### src/rtl/busca_instrucao_pkg.sv
// Shared constants, opcodes and state type for the instruction fetch stage.
package busca_instrucao_pkg;

  localparam int ADDR_W    = 10;
  localparam int MEM_DEPTH = 600;
  localparam int RESET_PC  = 0;

  localparam logic [5:0] OP_HLT   = 6'b010010;
  localparam logic [5:0] OP_JMP   = 6'b010101;
  localparam logic [5:0] OP_JAL   = 6'b010110;
  localparam logic [5:0] OP_JST   = 6'b010111;
  localparam logic [5:0] OP_SLEEP = 6'b011010;

  typedef enum logic {
    RUN    = 1'b0,
    HALTED = 1'b1
  } fetch_state_t;

  // True when the word carries the hlt opcode in its top six bits.
  function automatic logic is_hlt(input logic [31:0] word);
    return word[31:26] == OP_HLT;
  endfunction

endpackage

### src/rtl/busca_instrucao_fetch_skid.sv
// Two-entry ordered buffer: the instr output register plus one skid entry.
// Words leave strictly in the order they were pushed.
module fetch_skid #(
  parameter int ADDR_W = 10
) (
  input  logic              clk,
  input  logic              rst_n,
  input  logic              flush,
  input  logic              push,
  input  logic [31:0]       push_word,
  input  logic [ADDR_W-1:0] push_pc,
  input  logic              pop,
  output logic [31:0]       instr,
  output logic [ADDR_W-1:0] instr_pc,
  output logic              instr_valid,
  output logic              skid_valid
);

  logic [31:0]       skid_word;
  logic [ADDR_W-1:0] skid_pc;
  logic              consume;

  assign consume = instr_valid && pop;

  // Push/pop of the output register and skid entry; flush empties both.
  always_ff @(posedge clk or negedge rst_n) begin
    // NOTE: state registers use non-blocking assignments so every flop sees
    // the pre-edge value of every other flop, independent of statement order.
    if (!rst_n) begin
      instr       <= '0;
      instr_pc    <= '0;
      instr_valid <= 1'b0;
      skid_word   <= '0;
      skid_pc     <= '0;
      skid_valid  <= 1'b0;
    end else if (flush) begin
      instr_valid <= 1'b0;
      skid_valid  <= 1'b0;
    end else if (consume) begin
      if (skid_valid) begin
        // Older skid word moves forward; a same-cycle return refills skid.
        instr       <= skid_word;
        instr_pc    <= skid_pc;
        instr_valid <= 1'b1;
        skid_valid  <= push;
        if (push) begin
          skid_word <= push_word;
          skid_pc   <= push_pc;
        end
      end else begin
        instr_valid <= push;
        if (push) begin
          instr    <= push_word;
          instr_pc <= push_pc;
        end
      end
    end else if (push) begin
      if (!instr_valid) begin
        instr       <= push_word;
        instr_pc    <= push_pc;
        instr_valid <= 1'b1;
      end else begin
        skid_word  <= push_word;
        skid_pc    <= push_pc;
        skid_valid <= 1'b1;
      end
    end
  end

  // The upstream credit check must never let a word arrive with both entries
  // held and nothing leaving.
  a_no_overflow: assert property (@(posedge clk) disable iff (!rst_n)
    !(push && !flush && skid_valid && !consume));

endmodule

### src/rtl/busca_instrucao.sv
// Instruction fetch stage: owns the PC, reads the instruction memory with a
// one-cycle latency, and hands words to decode over valid/ready.
module busca_instrucao #(
  parameter int ADDR_W    = busca_instrucao_pkg::ADDR_W,
  parameter int MEM_DEPTH = busca_instrucao_pkg::MEM_DEPTH,
  parameter int RESET_PC  = busca_instrucao_pkg::RESET_PC
) (
  input  logic              clk,
  input  logic              rst_n,
  output logic [ADDR_W-1:0] mem_endereco,
  input  logic [31:0]       mem_saida,
  output logic [31:0]       instr,
  output logic [ADDR_W-1:0] instr_pc,
  output logic              instr_valid,
  input  logic              instr_ready,
  input  logic              redirect,
  input  logic [ADDR_W-1:0] redirect_pc,
  output logic              halted
);

  import busca_instrucao_pkg::*;

  fetch_state_t      state, state_next;
  logic [ADDR_W-1:0] pc;
  logic [ADDR_W-1:0] pc_inc;
  logic [ADDR_W-1:0] redirect_target;
  logic [ADDR_W-1:0] req_pc;
  logic              req_valid;
  logic              skid_valid;
  logic              consume;
  logic [1:0]        occupancy;
  logic              can_issue;
  logic              issue;
  logic              ret_hlt;

  assign mem_endereco = pc;
  assign halted       = (state == HALTED);
  assign consume      = instr_valid && instr_ready;

  // Words held or in flight after this cycle's consume; at most two may be
  // outstanding so a returning word always has a slot.
  assign occupancy = 2'(instr_valid) + 2'(skid_valid) + 2'(req_valid);
  assign can_issue = (occupancy - 2'(consume)) < 2'd2;
  assign issue     = (state == RUN) && !redirect && can_issue;
  assign ret_hlt   = req_valid && is_hlt(mem_saida);

  assign pc_inc = (pc == ADDR_W'(MEM_DEPTH - 1)) ? '0 : pc + ADDR_W'(1);
  assign redirect_target =
    (32'(redirect_pc) >= 32'(MEM_DEPTH)) ? '0 : redirect_pc;

  // Fetch state register.
  always_ff @(posedge clk or negedge rst_n) begin
    if (!rst_n) state <= RUN;
    else        state <= state_next;
  end

  // Next state: redirect restarts fetch, a returning hlt stops it.
  always_comb begin
    // NOTE: the default assignment first keeps this purely combinational;
    // without it a path that skips the assignment would infer a latch.
    state_next = state;
    if (redirect)     state_next = RUN;
    else if (ret_hlt) state_next = HALTED;
  end

  // PC and in-flight request tracking.
  always_ff @(posedge clk or negedge rst_n) begin
    if (!rst_n) begin
      pc        <= ADDR_W'(RESET_PC);
      req_pc    <= '0;
      req_valid <= 1'b0;
    end else if (redirect) begin
      pc        <= redirect_target;
      req_valid <= 1'b0;
    end else begin
      if (issue) begin
        pc     <= pc_inc;
        req_pc <= pc;
      end
      // A read issued alongside a returning hlt is past the halt: drop it.
      req_valid <= issue && !ret_hlt;
    end
  end

  fetch_skid #(
    .ADDR_W (ADDR_W)
  ) u_skid (
    .clk         (clk),
    .rst_n       (rst_n),
    .flush       (redirect),
    .push        (req_valid),
    .push_word   (mem_saida),
    .push_pc     (req_pc),
    .pop         (instr_ready),
    .instr       (instr),
    .instr_pc    (instr_pc),
    .instr_valid (instr_valid),
    .skid_valid  (skid_valid)
  );

endmodule

### config.mk
export PLATFORM = sky130hd
export DESIGN_NAME = busca_instrucao
export DESIGN_NICKNAME = d
export VERILOG_FILES = /design/src/rtl/busca_instrucao_pkg.sv /design/src/rtl/busca_instrucao_fetch_skid.sv /design/src/rtl/busca_instrucao.sv
export SDC_FILE = /design/constraint.sdc
export NUM_CORES = 1
export LEC_CHECK = 0
export CORE_UTILIZATION = 46
export CTS_CLUSTER_SIZE = 25
export DETAILED_ROUTE_END_ITERATION = 10
export PLACE_DENSITY = 0.82
export SLEW_MARGIN = 20
export SYNTH_ARGS = -nofsm -noshare
export SYNTH_HDL_FRONTEND = slang
export SYNTH_HIERARCHICAL = 1
export SYNTH_SLANG_ARGS = --single-unit
### constraint.sdc
create_clock -name clk -period 2.55 [get_ports clk]
set_input_delay 0.6375 -clock clk [delete_from_list [all_inputs] [get_ports clk]]
set_output_delay 0.6375 -clock clk [all_outputs]
set_load 0.03 [all_outputs]
## Word level (Yosys, flattened, before mapping)

Index checks and enable logic that the tools add are counted.
Widths: inputs -> output; s select.

| operators by class | value |
|---|---|
| $add $sub $neg | 4 |
| bitwise operators | 2 |
| muxes and demuxes | 34 |
| order comparisons | 2 |
| reductions and logical operators | 18 |
| equality and inequality tests | 5 |

Operator list:

| cell | count |
|---|---|
| $mux 32 | 9 |
| $mux 10 | 13 |
| $mux 1 | 12 |
| $add 10x1->10 const B | 1 |
| $eq 10x10->1 const B | 1 |
| $ge 10x10->1 const B | 1 |
| $reduce_bool 2->1 | 5 |
| $eq 6x5->1 const B | 1 |
| $reduce_bool 3->1 | 2 |
| $logic_and 1x1->1 | 5 |
| $reduce_and 5->1 | 1 |
| $ne 2x2->1 const B | 2 |
| $reduce_and 2->1 | 2 |
| $reduce_and 4->1 | 1 |
| $add 1x1->2 | 1 |
| $add 2x1->2 | 1 |
| $logic_not 1->1 | 2 |
| $lt 2x2->1 const B | 1 |
| $ne 2x1->1 const B | 1 |
| $not 1->1 | 2 |
| $sub 2x1->2 | 1 |

| storage, ports and cells | value |
|---|---|
| bits of input ports | 46 |
| output and inout bits | 54 |
| word-level logic and storage cells | 75 |
| bits in registers | 108 |

## Logic depth before layout (Yosys ltp)

| logic depth | value |
|---|---|
| depth in word-level cells | 7 |
| gate-level depth with buffers | 9 |
| mapped depth without buffers | 8 |

## Modules after synthesis

The synthesis kept the hierarchy.

Modules (own cells, without submodules):

| module | area an instance (um^2) | cells an instance | instances | sequential area each (um^2) |
|---|---|---|---|---|
| fetch_skid | 3847.4 | 237 | 1 | 2152.1 |
| busca_instrucao | 1253.7 | 114 | 1 | 550.5 |

## Least setup slack after synthesis

Ideal clock, no wire load.

| timing path | value |
|---|---|
| path type | input -> register |
| from | input port instr_ready |
| to | register req_pc[2] |
| required time | 2.425 ns |
| path buffers | 1 |
| data arrival time | 2.422 ns |
| cell stages on the path | 9 |
| setup time | 0.125 ns |
| setup slack | 0.004 ns |
| path through | and2_1 ha_1 inv_1 ha_1 a21oi_2 mux2_2 nand2_2 buf_6 mux2_2 |

| between the ends | value |
|---|---|
| cells in the longest elaborated chain, start to end | 5 |

RTL lines:

| item | line | source |
|---|---|---|
| from (decl) | busca_instrucao.sv:15 | `input logic instr_ready,` |
| $logic_and 1x1->1 | busca_instrucao.sv:38 | `assign consume = instr_valid && instr_ready;` |
| $sub 2x1->2 | busca_instrucao.sv:43 | `assign can_issue = (occupancy - 2'(consume)) < 2'd2;` |
| $lt 2x2->1 | busca_instrucao.sv:43 |  |
| $logic_and 1x1->1 | busca_instrucao.sv:44 | `assign issue = (state == RUN) && !redirect && can_issue;` |
| $reduce_and 2->1 (no line) | n/a |  |
| to (signal assigned) | busca_instrucao.sv:78 | `req_pc <= pc;` |
| to (decl) | busca_instrucao.sv:27 | `logic [ADDR_W-1:0] req_pc;` |

Every way passes these cells.
A chain may end at the register's enable or synchronous reset.

## Final worst setup path

| timing path | value |
|---|---|
| from | register u_skid.instr_valid |
| to | register req_pc[1] |

| between the ends | value |
|---|---|
| cells in the longest elaborated chain, start to end | 6 |
| elaborated cells on any way between the ends | 7 |
| those cells by class | add/sub: 3; order compare: 1; reduce/logical: 3 |

RTL lines:

| item | line | source |
|---|---|---|
| from (decl) | busca_instrucao_fetch_skid.sv:15 | `output logic instr_valid,` |
| from (signal assigned) | busca_instrucao_fetch_skid.sv:51 | `instr_valid <= push;` |
| $add 1x1->2 | busca_instrucao.sv:42 | `assign occupancy = 2'(instr_valid) + 2'(skid_valid) + 2'(req_valid);` |
| $add 2x1->2 | busca_instrucao.sv:42 |  |
| $sub 2x1->2 * | busca_instrucao.sv:43 |  |
| $lt 2x2->1 * | busca_instrucao.sv:43 |  |
| $logic_and 1x1->1 * | busca_instrucao.sv:44 |  |
| $reduce_and 2->1 (no line) * | n/a |  |

Every way passes the cells marked *; elsewhere a longest branch is shown, timed or not.

==> flow_summary.json <==
{
  "power_mw": 5.75,
  "antenna_found_initial": 0,
  "fin_crit_ns": 2.34,
  "coreArea_um2": 10800,
  "p_leak_nw": 2.86,
  "htreeDepth": 3,
  "fin_ws_ns": 0.206,
  "fmax_ghz": 0.427,
  "p_comb_share_pct": 35.8,
  "dieArea_um2": 11500,
  "synthArstFlopShare_pct": 100,
  "fin_crit_sh_pct": 91.9,
  "rsz0062_at_grt": "false",
  "setup_viol": 0,
  "avgSynthCellArea_um2": 14.5,
  "final_core_util_pct": 60.4,
  "synth_fp_nets": 400,
  "drv_cap": 0,
  "crit_type": "flop to flop",
  "die_x_um": 107,
  "yosysTopAreaCellShare_pct": 53.0,
  "wire_per_inst_um": 17.1,
  "drtAntennaViolNets": 0,
  "yosysSeqAreaShare_pct": 53.0,
  "cts_inserted_buffers": 9,
  "powerDensity_nw_per_um2": 877,
  "vias_per_cell": 5.39,
  "grt_pass1_vias": 3404,
  "drive_gt1_share_pct": 38.9,
  "place_hpwl_um": 7150,
  "crit_chain": "and2_1 -> ha_1 -> inv_1 -> ha_1 -> a21oi_2 -> buf_4 -> mux2_4 -> nand2_4 -> mux2_2",
  "area_growth_pct": 28.4,
  "p_switching_mw": 1.92,
  "internal_power_mw": 3.83,
  "rows": 38,
  "cts.clk_slew.worst_paths_ns": 0.11,
  "seqPwrFrac_pct": 45.3,
  "finalHoldViolCount": 0,
  "grt_pass1_wl_um": 16700,
  "groute.usage.overall_pct": 18.8,
  "fin_tns_setup_ns": 0,
  "cts_buffer_depth": 2,
  "yosys_warnings": 6,
  "grt_max_degree": 69,
  "cts_tree": "yes",
  "required_ns": 2.81,
  "route.vias.total": 3296,
  "initial_utilization_pct": 47.1,
  "drt_iter0_drc": 111,
  "synth_top_area_cell": "dfrtp_1",
  "cts_sinks": 108,
  "worst_pin_slew_ns": 0.470,
  "diodes": 0,
  "netlist_area_um2": 5100,
  "clkPwrFrac_pct": 18.9,
  "path_buf_inv": 2,
  "timing.slew.headroom_pct": 68.7,
  "synthFlopType": "dfrtp_1",
  "yosysMostFrequentCell": "mux2_2",
  "fin_nets": 515,
  "irDropWorstVdd_mv": 0.533,
  "outcome": "complete, no violations",
  "synth_edf_count": 0,
  "place.gp.congestion": 0.893,
  "totalWireLength_um": 10500,
  "cpMostUsedCell": "ha_1",
  "worstSetupEndpointType": "flop",
  "pre_cts_slack_ns": -0.535,
  "die_h_um": 107,
  "synthesis.instances": 351,
  "dr.pass1.iters": 5,
  "place.port_buffers": 99,
  "arrival_ns": 2.60,
  "critPathLaunchType": "flop",
  "worstSkewPairLatency_ns": 0.37,
  "overflow": 0,
  "maxSlewViolCount": 0,
  "skew_ns": 0.0149,
  "hp-class": "input pin to async pin",
  "critPathTopFamily": "multiplexers",
  "synth_seq_cells": 108,
  "synthTopCellsByCount": "129 x mux2_2, 108 x dfrtp_1, 10 x buf_6",
  "hold_slack_ns": 0.0494,
  "remaining_drc_errors": 0,
  "ios": 100,
  "path_max_fanout": 6,
  "power_switching_share_pct": 33.4,
  "ys_types": 53,
  "clockRootBuffer": "clkbuf_8",
  "ys_top_cells_by_area": "dfrtp_1 53%, mux2_2 28%, buf_6 2.2%",
  "slowest_delay_ns": 0.39,
  "critPathSlowestCell": "dfrtp_1"
}
[cells in the final DEF, fill, tap and decap left out, types with 3 or more instances in the layout]
cell type        instances
a21oi_1                  7
a221o_1                  3
and2_1                   4
buf_12                   6
buf_4                   17
clkbuf_8                 9
clkdlybuf4s50_1         97
dfrtp_1                108
ha_1                     3
inv_1                    4
mux2_1                   3
mux2_2                 128
mux2_4                   6
nand3_1                  6
nand3b_1                 4
nor2_1                   7
nor2b_1                  3
o21ai_0                  3
[cell type report]
| cell class | instances | area, µm² |
|---|---|---|
| fill | 858 | 4290 |
| sequential | 108 | 2700 |
| multi-input combinational | 222 | 2220 |
| timing repair buffer | 121 | 1230 |
| tap | 140 | 175 |
| clock buffer | 9 | 124 |
| clock inverter | 7 | 83.8 |
| inverter | 4 | 15.0 |
[layer usage]
layer / track usage, % / wire length, µm
met4: 5.19 / 92
met3: 3.69 / 559
met5: 0 / 0
met1: 25.0 / 4710
met2: 31.6 / 5100
[worst reg2reg max path, stage by stage (launching register included)]
cell and delay, ns:
dfrtp_1 0.39, and2_1 0.16, ha_1 0.26, inv_1 0.04, ha_1 0.27, a21oi_2 0.17, buf_4 0.13, mux2_4 0.33
nand2_4 0.13, mux2_2 0.35
[worst paths after layout]
| path | endpoint | startpoint | slack, ns | depth (start not counted) |
|---|---|---|---|---|
| max | req_pc[1] | u_skid/instr_valid | 0.21 | 9 |
| min | u_skid/skid_word[4] | rst_n | 0.05 | 1 |
| max reg2reg | req_pc[1] | u_skid/instr_valid | 0.21 | 9 |
| min reg2reg | u_skid/instr_pc[7] | u_skid/instr_pc[7] | 0.51 | 1 |
| max in group asynchronous | u_skid/skid_word[26] | rst_n | 1.84 | 2 |
| min in group clk | u_skid/instr_pc[7] | u_skid/instr_pc[7] | 0.51 | 1 |
[power by group through the flow]
stage | clock [mW] | sequential [mW] | combinational [mW]
floorplan | 0 | 3.06 | 0.760
global placement | 0 | 2.59 | 1.99
detailed placement | 0 | 2.64 | 2.03
CTS | 1.12 | 2.61 | 2.05
global route | 1.19 | 2.68 | 2.18
finish | 1.08 | 2.60 | 2.06
[logic make-up after synthesis]
logic type / after synthesis / synth area share [%]
adder cells (fa/ha/maj): 3 / 0.736
multiplexers: 138 / 30.8
AND/OR/NAND/NOR: 49 / 6.75
flip-flops: 108 / 53.0
buffers and inverters: 22 / 3.92
AO/OA/AOI/OAI: 31 / 4.81
[per-stage QoR]
| step | area (µm²) | std cells |
|---|---|---|
| 2_1_floorplan | 5100 | 351 |
| 3_3_place_gp | 6270 | 588 |
| 3_5_place_dp | 6270 | 588 |
| 4_1_cts | 6510 | 606 |
| 5_1_grt | 6550 | 611 |
| 6_report | 6550 | 611 |
[registers in the layout, summed over array words and instances, names as in the netlist]
register,count
u_skid/instr,32
u_skid/skid_word,32
mem_endereco,10
req_pc,10
u_skid/instr_pc,10
u_skid/skid_pc,10
halted,1
req_valid,1
u_skid/instr_valid,1
u_skid/skid_valid,1
[repair_timing]
action / 4_1_cts / 5_1_grt
cloned: 1 / 0
pin swaps: 0 / 2
setup buffers: 1 / 5
hold buffers: 0 / 0
setup endpoints to repair: 11 / 19
gates resized for setup: 2 / 4
Power figures use the tool's default switching activity.
